**src/rtl/loader_pkg.sv**
```systemverilog
// Shared types and defaults for the boot loader: FSM states, tx handshake phases, reply bytes.
package loader_pkg;

    typedef enum logic [2:0] {HDR, LOAD, ACK, RUN, ERR} loader_state_t;

    typedef enum logic [1:0] {TX_SEND, TX_GAP, TX_DRAIN, TX_DONE} tx_phase_t;

    localparam logic [7:0] ACK_BYTE_DEF = 8'hAA;
    localparam logic [7:0] ERR_BYTE_DEF = 8'hEE;

endpackage

```
**src/rtl/byte_packer.sv**
```systemverilog
// Little-endian 8->32 packer, 1 byte/cycle, word_vld_o one cycle after the 4th byte.
// No backpressure: every strobed byte is taken; clear_i restarts at byte 0 without dropping a concurrent byte.
module byte_packer (
    input  logic        clk,
    input  logic        rstn,
    input  logic        clear_i,
    input  logic        byte_vld_i,
    input  logic [7:0]  byte_dat_i,
    output logic [31:0] word_dat_o,
    output logic        word_vld_o
);

    logic [1:0]  idx_q, idx_d, idx_sel;
    logic [31:0] word_q, word_d;
    logic        vld_q, vld_d;

    always_ff @(posedge clk or negedge rstn) begin
        if (!rstn) begin
            idx_q  <= 2'd0;
            word_q <= 32'd0;
            vld_q  <= 1'b0;
        end else begin
            idx_q  <= idx_d;
            word_q <= word_d;
            vld_q  <= vld_d;
        end
    end

    always_comb begin
        idx_sel = clear_i ? 2'd0 : idx_q;
        idx_d   = idx_sel;
        word_d  = word_q;
        vld_d   = 1'b0;
        if (byte_vld_i) begin
            word_d[{idx_sel, 3'b000} +: 8] = byte_dat_i;
            idx_d = idx_sel + 2'd1;
            vld_d = (idx_sel == 2'd3);
        end
    end

    assign word_dat_o = word_q;
    assign word_vld_o = vld_q;

endmodule

```
**src/rtl/program_loader.sv**
```systemverilog
// Boot sequencer: header + payload from RX into imem (write 1 cycle after last byte), ACK/ERR reply, then hands RX to the CPU.
// RX has no backpressure; tx_start only fires while tx_busy is low.
module program_loader
    import loader_pkg::*;
#(
    parameter int         ADDR_W   = 15,
    parameter logic [7:0] ACK_BYTE = ACK_BYTE_DEF,
    parameter logic [7:0] ERR_BYTE = ERR_BYTE_DEF
) (
    input  logic              clk,
    input  logic              rstn,
    input  logic              rx_valid,
    input  logic [7:0]        rx_data,
    input  logic              rx_ferr,
    output logic              imem_we,
    output logic [ADDR_W-1:0] imem_addr,
    output logic [31:0]       imem_wdata,
    output logic              tx_start,
    output logic [7:0]        tx_data,
    input  logic              tx_busy,
    output logic              cpu_run,
    output logic              cpu_rx_valid,
    output logic [7:0]        cpu_rx_data,
    output logic              load_err
);

    localparam logic [32:0]     MAX_WORDS = 33'd1 << ADDR_W;
    localparam logic [ADDR_W:0] CNT_ONE   = {{ADDR_W{1'b0}}, 1'b1};

    loader_state_t   state_q, state_d;
    tx_phase_t       phase_q, phase_d;
    logic [ADDR_W:0] cnt_q, cnt_d, n_q, n_d, cnt_inc;
    logic            fwd_vld_q;
    logic [7:0]      fwd_dat_q;

    logic        loading, rx_bad, pk_byte_vld, pk_clear, pk_vld;
    logic [31:0] pk_word;
    logic        hdr_zero, hdr_big, in_run, replying;

    assign loading     = (state_q == HDR) || (state_q == LOAD);
    assign in_run      = (state_q == RUN);
    assign replying    = (state_q == ACK) || (state_q == ERR);
    assign rx_bad      = loading && rx_valid && rx_ferr;
    assign pk_byte_vld = loading && rx_valid && !rx_ferr;
    assign hdr_zero    = (pk_word == 32'd0);
    assign hdr_big     = ({1'b0, pk_word} > MAX_WORDS);
    assign cnt_inc     = cnt_q + CNT_ONE;
    // A payload byte may arrive in the same cycle the header word is judged; clear keeps it at index 0.
    assign pk_clear    = (state_q == HDR) && pk_vld && !rx_bad && !hdr_zero && !hdr_big;

    byte_packer u_packer (
        .clk        (clk),
        .rstn       (rstn),
        .clear_i    (pk_clear),
        .byte_vld_i (pk_byte_vld),
        .byte_dat_i (rx_data),
        .word_dat_o (pk_word),
        .word_vld_o (pk_vld)
    );

    always_ff @(posedge clk or negedge rstn) begin
        if (!rstn) begin
            state_q <= HDR;
            phase_q <= TX_SEND;
        end else begin
            state_q <= state_d;
            phase_q <= phase_d;
        end
    end

    always_ff @(posedge clk or negedge rstn) begin
        if (!rstn) begin
            cnt_q     <= '0;
            n_q       <= '0;
            fwd_vld_q <= 1'b0;
            fwd_dat_q <= 8'h00;
        end else begin
            cnt_q     <= cnt_d;
            n_q       <= n_d;
            fwd_vld_q <= in_run && rx_valid;
            if (in_run && rx_valid) begin
                fwd_dat_q <= rx_data;
            end
        end
    end

    always_comb begin
        state_d = state_q;
        phase_d = phase_q;
        cnt_d   = cnt_q;
        n_d     = n_q;
        case (state_q)
            HDR: begin
                if (rx_bad) begin
                    state_d = ERR;
                end else if (pk_vld) begin
                    if (hdr_zero) begin
                        state_d = ACK;
                    end else if (hdr_big) begin
                        state_d = ERR;
                    end else begin
                        state_d = LOAD;
                        n_d     = pk_word[ADDR_W:0];
                    end
                end
            end
            LOAD: begin
                if (pk_vld) begin
                    cnt_d = cnt_inc;
                    if (cnt_inc == n_q) begin
                        state_d = ACK;
                    end
                end
                if (rx_bad) begin
                    state_d = ERR;
                end
            end
            ACK, ERR: begin
                // One reply byte, then a settle cycle so uart_tx can raise busy before we look again.
                case (phase_q)
                    TX_SEND:  if (!tx_busy) phase_d = TX_GAP;
                    TX_GAP:   phase_d = TX_DRAIN;
                    TX_DRAIN: begin
                        if (!tx_busy) begin
                            phase_d = TX_DONE;
                            if (state_q == ACK) begin
                                state_d = RUN;
                            end
                        end
                    end
                    default: ;
                endcase
            end
            default: ;
        endcase
    end

    always_comb begin
        imem_we      = (state_q == LOAD) && pk_vld;
        imem_addr    = cnt_q[ADDR_W-1:0];
        imem_wdata   = pk_word;
        tx_start     = replying && (phase_q == TX_SEND) && !tx_busy;
        tx_data      = 8'h00;
        if (tx_start) begin
            tx_data = (state_q == ERR) ? ERR_BYTE : ACK_BYTE;
        end
        cpu_run      = in_run;
        cpu_rx_valid = fwd_vld_q;
        cpu_rx_data  = fwd_dat_q;
        load_err     = (state_q == ERR);
    end

endmodule

```
**config.mk**
```make
export PLATFORM = sky130hd
export DESIGN_NAME = program_loader
export DESIGN_NICKNAME = d
export VERILOG_FILES = /design/src/rtl/loader_pkg.sv /design/src/rtl/byte_packer.sv /design/src/rtl/program_loader.sv
export SDC_FILE = /design/constraint.sdc
export NUM_CORES = 1
export LEC_CHECK = 0
export ABC_AREA = 0
export CORE_UTILIZATION = 55
export CTS_CLUSTER_DIAMETER = 120
export DETAILED_ROUTE_END_ITERATION = 12
export PLACE_DENSITY_LB_ADDON = 0.12
export SLEW_MARGIN = 10
export SYNTH_ARGS = -nofsm -noshare
export SYNTH_HDL_FRONTEND = slang
export SYNTH_SLANG_ARGS = --single-unit
```
**constraint.sdc**
```tcl
create_clock -name clk -period 7 [get_ports clk]
set_input_delay 1.4 -clock clk [delete_from_list [all_inputs] [get_ports clk]]
set_output_delay 1.4 -clock clk [all_outputs]
set_load 0.01 [all_outputs]
```
==> results of run 1 <==
flip-flops by register name (all words and copies together), names as in the netlist:
| name | cells |
|---|---|
| cnt_q | 16 |
| cpu_rx_data | 8 |
| cpu_rx_valid | 1 |
| n_q | 16 |
| phase_q | 2 |
| state_q | 3 |
| u_packer.idx_q | 2 |
| u_packer.word_dat_o | 32 |
| u_packer.word_vld_o | 1 |
synthesized netlist by cell type, types with 4 or more instances:
library cell	count	share of area, %
nand4_1	11	1.6
inv_1	7	0.60
nor3b_1	4	0.68
nor2_1	14	1.2
buf_2	4	0.45
o21ai_1	6	0.68
mux2i_1	4	0.91
ha_1	9	2.6
mux2_4	10	3.4
xnor2_1	26	5.2
nor4_2	5	1.4
buf_4	23	3.9
o21ai_0	25	2.8
mux2_2	16	4.1
nor3_1	9	1.0
nand2_1	47	4.0
xor2_1	13	2.6
dfrtp_1	81	46
clkbuf_1	7	0.60
nor2b_1	6	0.85
a31o_2	9	1.8
nand3_1	28	3.2
a21oi_1	7	0.79
and2_1	12	1.7
area by class of cell:
class | instances | share of cell area, %
clock buffers | 10 | 2.44
clock inverters | 6 | 0.958
inverters | 9 | 0.694
multi-input cells | 298 | 39.8
flip-flops and latches | 81 | 38.8
well taps | 102 | 2.44
repair buffers | 78 | 14.9
report_power, final:
group,switching [mW],total [mW],internal [mW]
Sequential,0.00599,0.479,0.473
Clock,0.182,0.316,0.134
Combinational,0.0336,0.0592,0.0257
worst max-delay path: cells and delay by family:
kind | cells | cell delay (ns)
buffers and inverters | 2 | 1.10
and+or+nand+nor | 1 | 0.48
worst paths after layout:
kind                                                        to  slack, ns
setup / recovery                                    tx_data[5]       2.62
hold / removal                      cpu_rx_data[6]$_DFFE_PN0P_       0.51
setup reg to reg           u_packer.word_dat_o[18]$_DFFE_PN0P_       3.48
hold reg to reg                     cpu_rx_data[6]$_DFFE_PN0P_       0.51
max in group asynchronous               state_q[2]$_DFFE_PN0P_       5.15
min in group asynchronous                cnt_q[10]$_DFFE_PN0P_       1.20
through the flow:
step,cell area (sq um),cells
final,5230,584
after global placement,5050,568
after CTS,5230,584
after floorplan,4410,428
after global routing,5230,584
after detailed placement,5050,568
metal layers:
metal / vias up / track usage (%) / part of all wire (%)
li1: 1563 / - / -
met1: 1600 / 33.3 / 46
met2: 78 / 37.3 / 48
met3: 8 / 5.28 / 4.7
met4: 0 / 7.28 / 0.94
met5: - / 0 / 0
kinds of logic after synthesis:
| logic type | synth area share (%) |
|---|---|
| compound gates | 8.62 |
| xor+xnor | 7.74 |
| mux | 8.40 |
| flops | 46.0 |
| other cells | 0.0850 |
| simple gates | 19.6 |
| fa+ha+maj | 2.55 |
| buf+inv | 7.01 |
==> metrics.md, run 1 <==
| Metric | Value |
|---|---|
| Outcome | `finished, final reports clean` |
| Drt via density | `5.56` |
| Avg Inst Size Synth | `10.3 sq um` |
| Hold Path Class | `reg2reg` |
| Post CTS Setup Buffer Count | `0` |
| First-pass GRT wire length | `15,500 um` |
| Cell Rows | `32` |
| Final hold slack | `0.514 ns` |
| Area grow syn2layout | `18.5%` |
| Slew Limit Fails | `0` |
| Total track usage | `23.9%` |
| Maxcap violations | `0` |
| Pin slew with the least headroom to its limit | `about 1.1 ns` |
| Final WL | `approximately 9400 um` |
| Critical-path top delay cell | `clkdlybuf4s50_1` |
| Global route overflow | `0` |
| Post-DP HPWL | `6760 um` |
| CP Launch Type | `input port` |
| Crit path max fanout | `5` |
| Wirelength per Cell | `16.1 um` |
| Clock Tree Buf Depth | `2` |
| # diodes | `0` |
| Cell Area, Synth | `4410 sq um` |
| Setup_tns | `0 ns` |
| CP Cell Sequence | `clkdlybuf4s50_1, nor3b_1, clkdlybuf4s50_1` |
| Final core occ | `about two thirds` |
| Sequential share of the synthesized area | `46.0%` |
| Layout cell share with drive strength beyond 1 | `14.5%` |
| Crit-path max cell delay | `0.65 ns` |
| Post-synth top flop | `dfrtp_1` |
| Critical Path RT | `about 5.6 ns` |
| Clock transition at path regs | `approximately 0.090 ns` |
| Vias | `3,249` |
| CTS Hold Bufs | `0` |
| Post-synth cell types | `57` |
| Largest net degree at the start of global routing | `82` |
| PortBufs | `78` |
| Total power | `around 0.85 mW` |
| Vias in the first global route | `3,138` |
| Area of the multi-input gates | `2080 sq um` |
| Final Net Count | `about 500` |
| Crit path launch | `tx_busy` |
| Initial DRC count | `~110` |
| Boundary Pins | `81` |
| Initial antenna violation count | `0` |
| Commonest non-fill, non-tap cells in the layout | `81 x dfrtp_1, 77 x clkdlybuf4s50_1, 47 x nand2_1` |
| Die width | `91.6 um` |
| DRT Pass-1 Iters | `4` |
| CTS Buf Count | `9` |
| Core outline area | `7730 sq um` |
| Tmin final | `4.38 ns` |
| Final setup violation count | `0` |
| Final hold vios | `0` |
| Max Freq | `229 MHz` |
| Worst VDD drop | `0.119 mV` |
| Commonest non-fill, non-tap cell in the layout | `dfrtp_1` |
| Post_cts resized | `0` |
| Die height | `91.6 um` |
| Pleak | `2.27 nW` |
| Die ar. | `8380 sq um` |
| H-tree depth | `3` |
| Reg area | `2030 sq um` |
| EDFF count, synth | `0` |
| Worst path most repeated cell | `clkdlybuf4s50_1` |
| Clock Sinks | `81` |
| DP Worst Slack | `2.51 ns` |
| YS warnings | `0` |
| Hold path cells | `1` |
| Routed Antenna Nets | `0` |
| Fillcell total | `607` |
| Crit path kind | `in2out` |
| CP arrival | `2.98 ns` |
| Hold Path Origin | `cpu_rx_data[6]$_DFFE_PN0P_` |
| CTS tree | `built` |
| Yosys reg bits | `between 80 and 90` |
| Clock Skews | `0.0108 ns` |
| RSZ-0062 raised after global routing | `false` |
| Pwr dens | `~160 nW/um^2` |
| RR Startpoint | `u_packer.word_dat_o[13]$_DFFE_PN0P_` |
| Initial Utilization | `57.1%` |
| Clk_lat worst skew | `0.35 ns` |
| Post-route DRC | `0` |
| RePlAce Congestion | `roughly 0.8` |
| R2R cell count | `9` |
| CTS Root Cell | `clkbuf_8` |
| Asr flop ratio synth | `between 90% and 100%` |
| PnR worst setup slack | `roughly 2.6 ns` |
| Relative slew slack | `26.4%` |
| Mapped Cells | `around 430` |
| Period utilization | `62.5%` |
| CP endpoint kind | `output pin` |
Note: power is estimated with default switching activity, not from simulation.
==> run 2, diff against run 1 <==
CORE_UTILIZATION = 48   (was 55)
clock period = 3.6 ns   (was 7 ns; I/O delays follow)
==> run 2 against run 1 <==
  * The run now ends with design-rule violations left
  * Clock skew grew 0.0045 ns
  * Final cell count increased by 2.1%
  * Sequential cell count did not move
  * Clock-buffer cell count fell by 1
  * Critical path type is now reg2reg
  * Largest power group unchanged
==> metrics.md, run 2 (same netlist as run 1, synthesis figures left out) <==
| Metric | Value |
|---|---|
| Die width | `97.9 um` |
| Outcome | `finished with violations` |
| Hold path cells | `1` |
| H-tree depth | `3` |
| Maxcap violations | `0` |
| Initial Utilization | `50.1%` |
| Reg area | `2030 sq um` |
| Final Net Count | `505` |
| Total track usage | `22.0%` |
| Pleak | `2.31 nW` |
| Design area | `5300 sq um` |
| Commonest non-fill, non-tap cells in the layout | `81 x dfrtp_1, 77 x clkdlybuf4s50_1, 47 x nand2_1` |
| Crit path max fanout | `8` |
| Clock Sinks | `81` |
| Area after DPL | `5100 sq um` |
| Boundary Pins | `81` |
| Global route overflow | `0` |
| # diodes | `0` |
| DP Worst Slack | `-0.0500 ns` |
| Period utilization | `84.7%` |
| Pin slew with the least headroom to its limit | `1.02 ns` |
| Clk_lat worst skew | `0.35 ns` |
| Layout cell share with drive strength beyond 1 | `16.0%` |
| Commonest non-fill, non-tap cell in the layout | `dfrtp_1` |
| Clock transition at path regs | `0.09 ns` |
| R2R cell count | `10` |
| Routed Antenna Nets | `0` |
| Final core occ | `60.2%` |
| Final WL | `roughly 9900 um` |
| R2r setup slk | `0.55 ns` |
| Die ar. | `9580 sq um` |
| Tmin final | `3.05 ns` |
| Initial DRC count | `a little over 100` |
| CP Launch Type | `flip-flop` |
| Largest net degree at the start of global routing | `82` |
| Total power | `1.73 mW` |
| RePlAce Congestion | `between 0.8 and 0.9` |
| Drt via density | `5.49` |
| Critical Path RT | `~3.9 ns` |
| Pwr dens | `326 nW/um^2` |
| Hold endpoint | `cnt_q[15]$_DFFE_PN0P_` |
| Cell Rows | `34` |
| Clock Tree Buf Depth | `2` |
| Vias | `approximately 3,300` |
| Wirelength per Cell | `16.5 um` |
| Vias in the first global route | `3,282` |
| Area of the multi-input gates | `2080 sq um` |
| Crit path kind | `reg2reg` |
| RR Startpoint | `u_packer.word_dat_o[13]$_DFFE_PN0P_` |
| Relative slew slack | `31.9%` |
| Reg-to-Reg End | `u_packer.word_dat_o[27]$_DFFE_PN0P_` |
| Hold Path Origin | `cnt_q[15]$_DFFE_PN0P_` |
| Post CTS Setup Buffer Count | `0` |
| Setup_tns | `0 ns` |
| Final hold vios | `0` |
| First-pass GRT wire length | `16,600 um` |
| Final setup violation count | `0` |
| Core outline area | `8810 sq um` |
| Worst VDD drop | `0.267 mV` |
| RSZ-0062 raised after global routing | `false` |
| Hold Path Class | `reg2reg` |
| Die height | `97.9 um` |
| CTS Buf Count | `9` |
| Violated checks | `design-rule violations` |
| Initial antenna violation count | `0` |
| CTS Root Cell | `clkbuf_8` |
| CP endpoint kind | `flip-flop` |
| CTS tree | `built` |
| Post_cts resized | `0` |
| Clock Skews | `between 0.015 and 0.02 ns` |
| Fillcell total | `776` |
| Number of flip-flops in the largest register | `32` |
| Post-DP HPWL | `7090 um` |
| PnR worst setup slack | `0.551 ns` |
| Area grow syn2layout | `20.2%` |
| Slew Limit Fails | `0` |
| Post-route DRC | `12` |
| CTS Hold Bufs | `0` |
| Max Freq | `328 MHz` |
| PortBufs | `78` |
| DRT Pass-1 Iters | `8` |
| CP arrival | `3.32 ns` |
-- run 2: area by class of cell --
type                            count  share of cell area, %
Multi-Input combinational cell    298                   39.2
Sequential cell                    81                   38.2
Timing Repair Buffer               84                   15.5
Tap cell                          108                   2.55
Clock buffer                        9                   2.34
Clock inverter                      7                   1.42
Inverter                            9                  0.684
-- run 2: per-stage QoR --
step | hold WS, ns | cells
2_1_floorplan | 0.424 | 428
3_3_place_gp | 0.481 | 580
3_5_place_dp | 0.498 | 580
4_1_cts | 0.513 | 596
5_1_grt | 0.516 | 596
6_report | 0.502 | 596
-- run 2: how the worst max path moves through the flow --
| stage | startpoint | endpoint |
|---|---|---|
| after floorplan | rx_valid | u_packer.word_dat_o[16]$_DFFE_PN0P_ |
| after global placement | rx_valid | u_packer.word_dat_o[17]$_DFFE_PN0P_ |
| after detailed placement | rx_valid | u_packer.word_dat_o[11]$_DFFE_PN0P_ |
| after CTS | u_packer.word_dat_o[13]$_DFFE_PN0P_ | u_packer.word_dat_o[11]$_DFFE_PN0P_ |
| after global routing | u_packer.word_dat_o[13]$_DFFE_PN0P_ | u_packer.word_dat_o[27]$_DFFE_PN0P_ |
| final | u_packer.word_dat_o[13]$_DFFE_PN0P_ | u_packer.word_dat_o[27]$_DFFE_PN0P_ |
-- run 2: power by group --
group | total [mW] | switching [mW] | internal (mW)
clock | 0.674 | 0.347 | 0.327
sequential | 0.931 | 0.0101 | 0.921
combinational | 0.122 | 0.0710 | 0.0515
total | 1.73 | 0.428 | 1.30
-- run 2: worst max-delay path, stage by stage, from the launching register on --
cell and delay [ns]:
dfrtp_1 0.43, nor4_1 0.41, nand4_1 0.26, xor2_1 0.30
nand2_1 0.15, o21ai_0 0.25, ha_1 0.28, buf_4 0.16
nor2_1 0.40, nand3_1 0.14, o21ai_0 0.18
-- run 2: metal layers --
layer | share of wire (%) | vias up | wire [um] | GRT usage [%]
met4 | 1.3 | 0 | 132 | 5.71
li1 | - | 1571 | - | -
met1 | 46 | 1607 | 4540 | 29.5
met2 | 48 | 80 | 4700 | 35.9
met5 | 0 | - | 0 | 0
met3 | 5.0 | 14 | 489 | 5.01
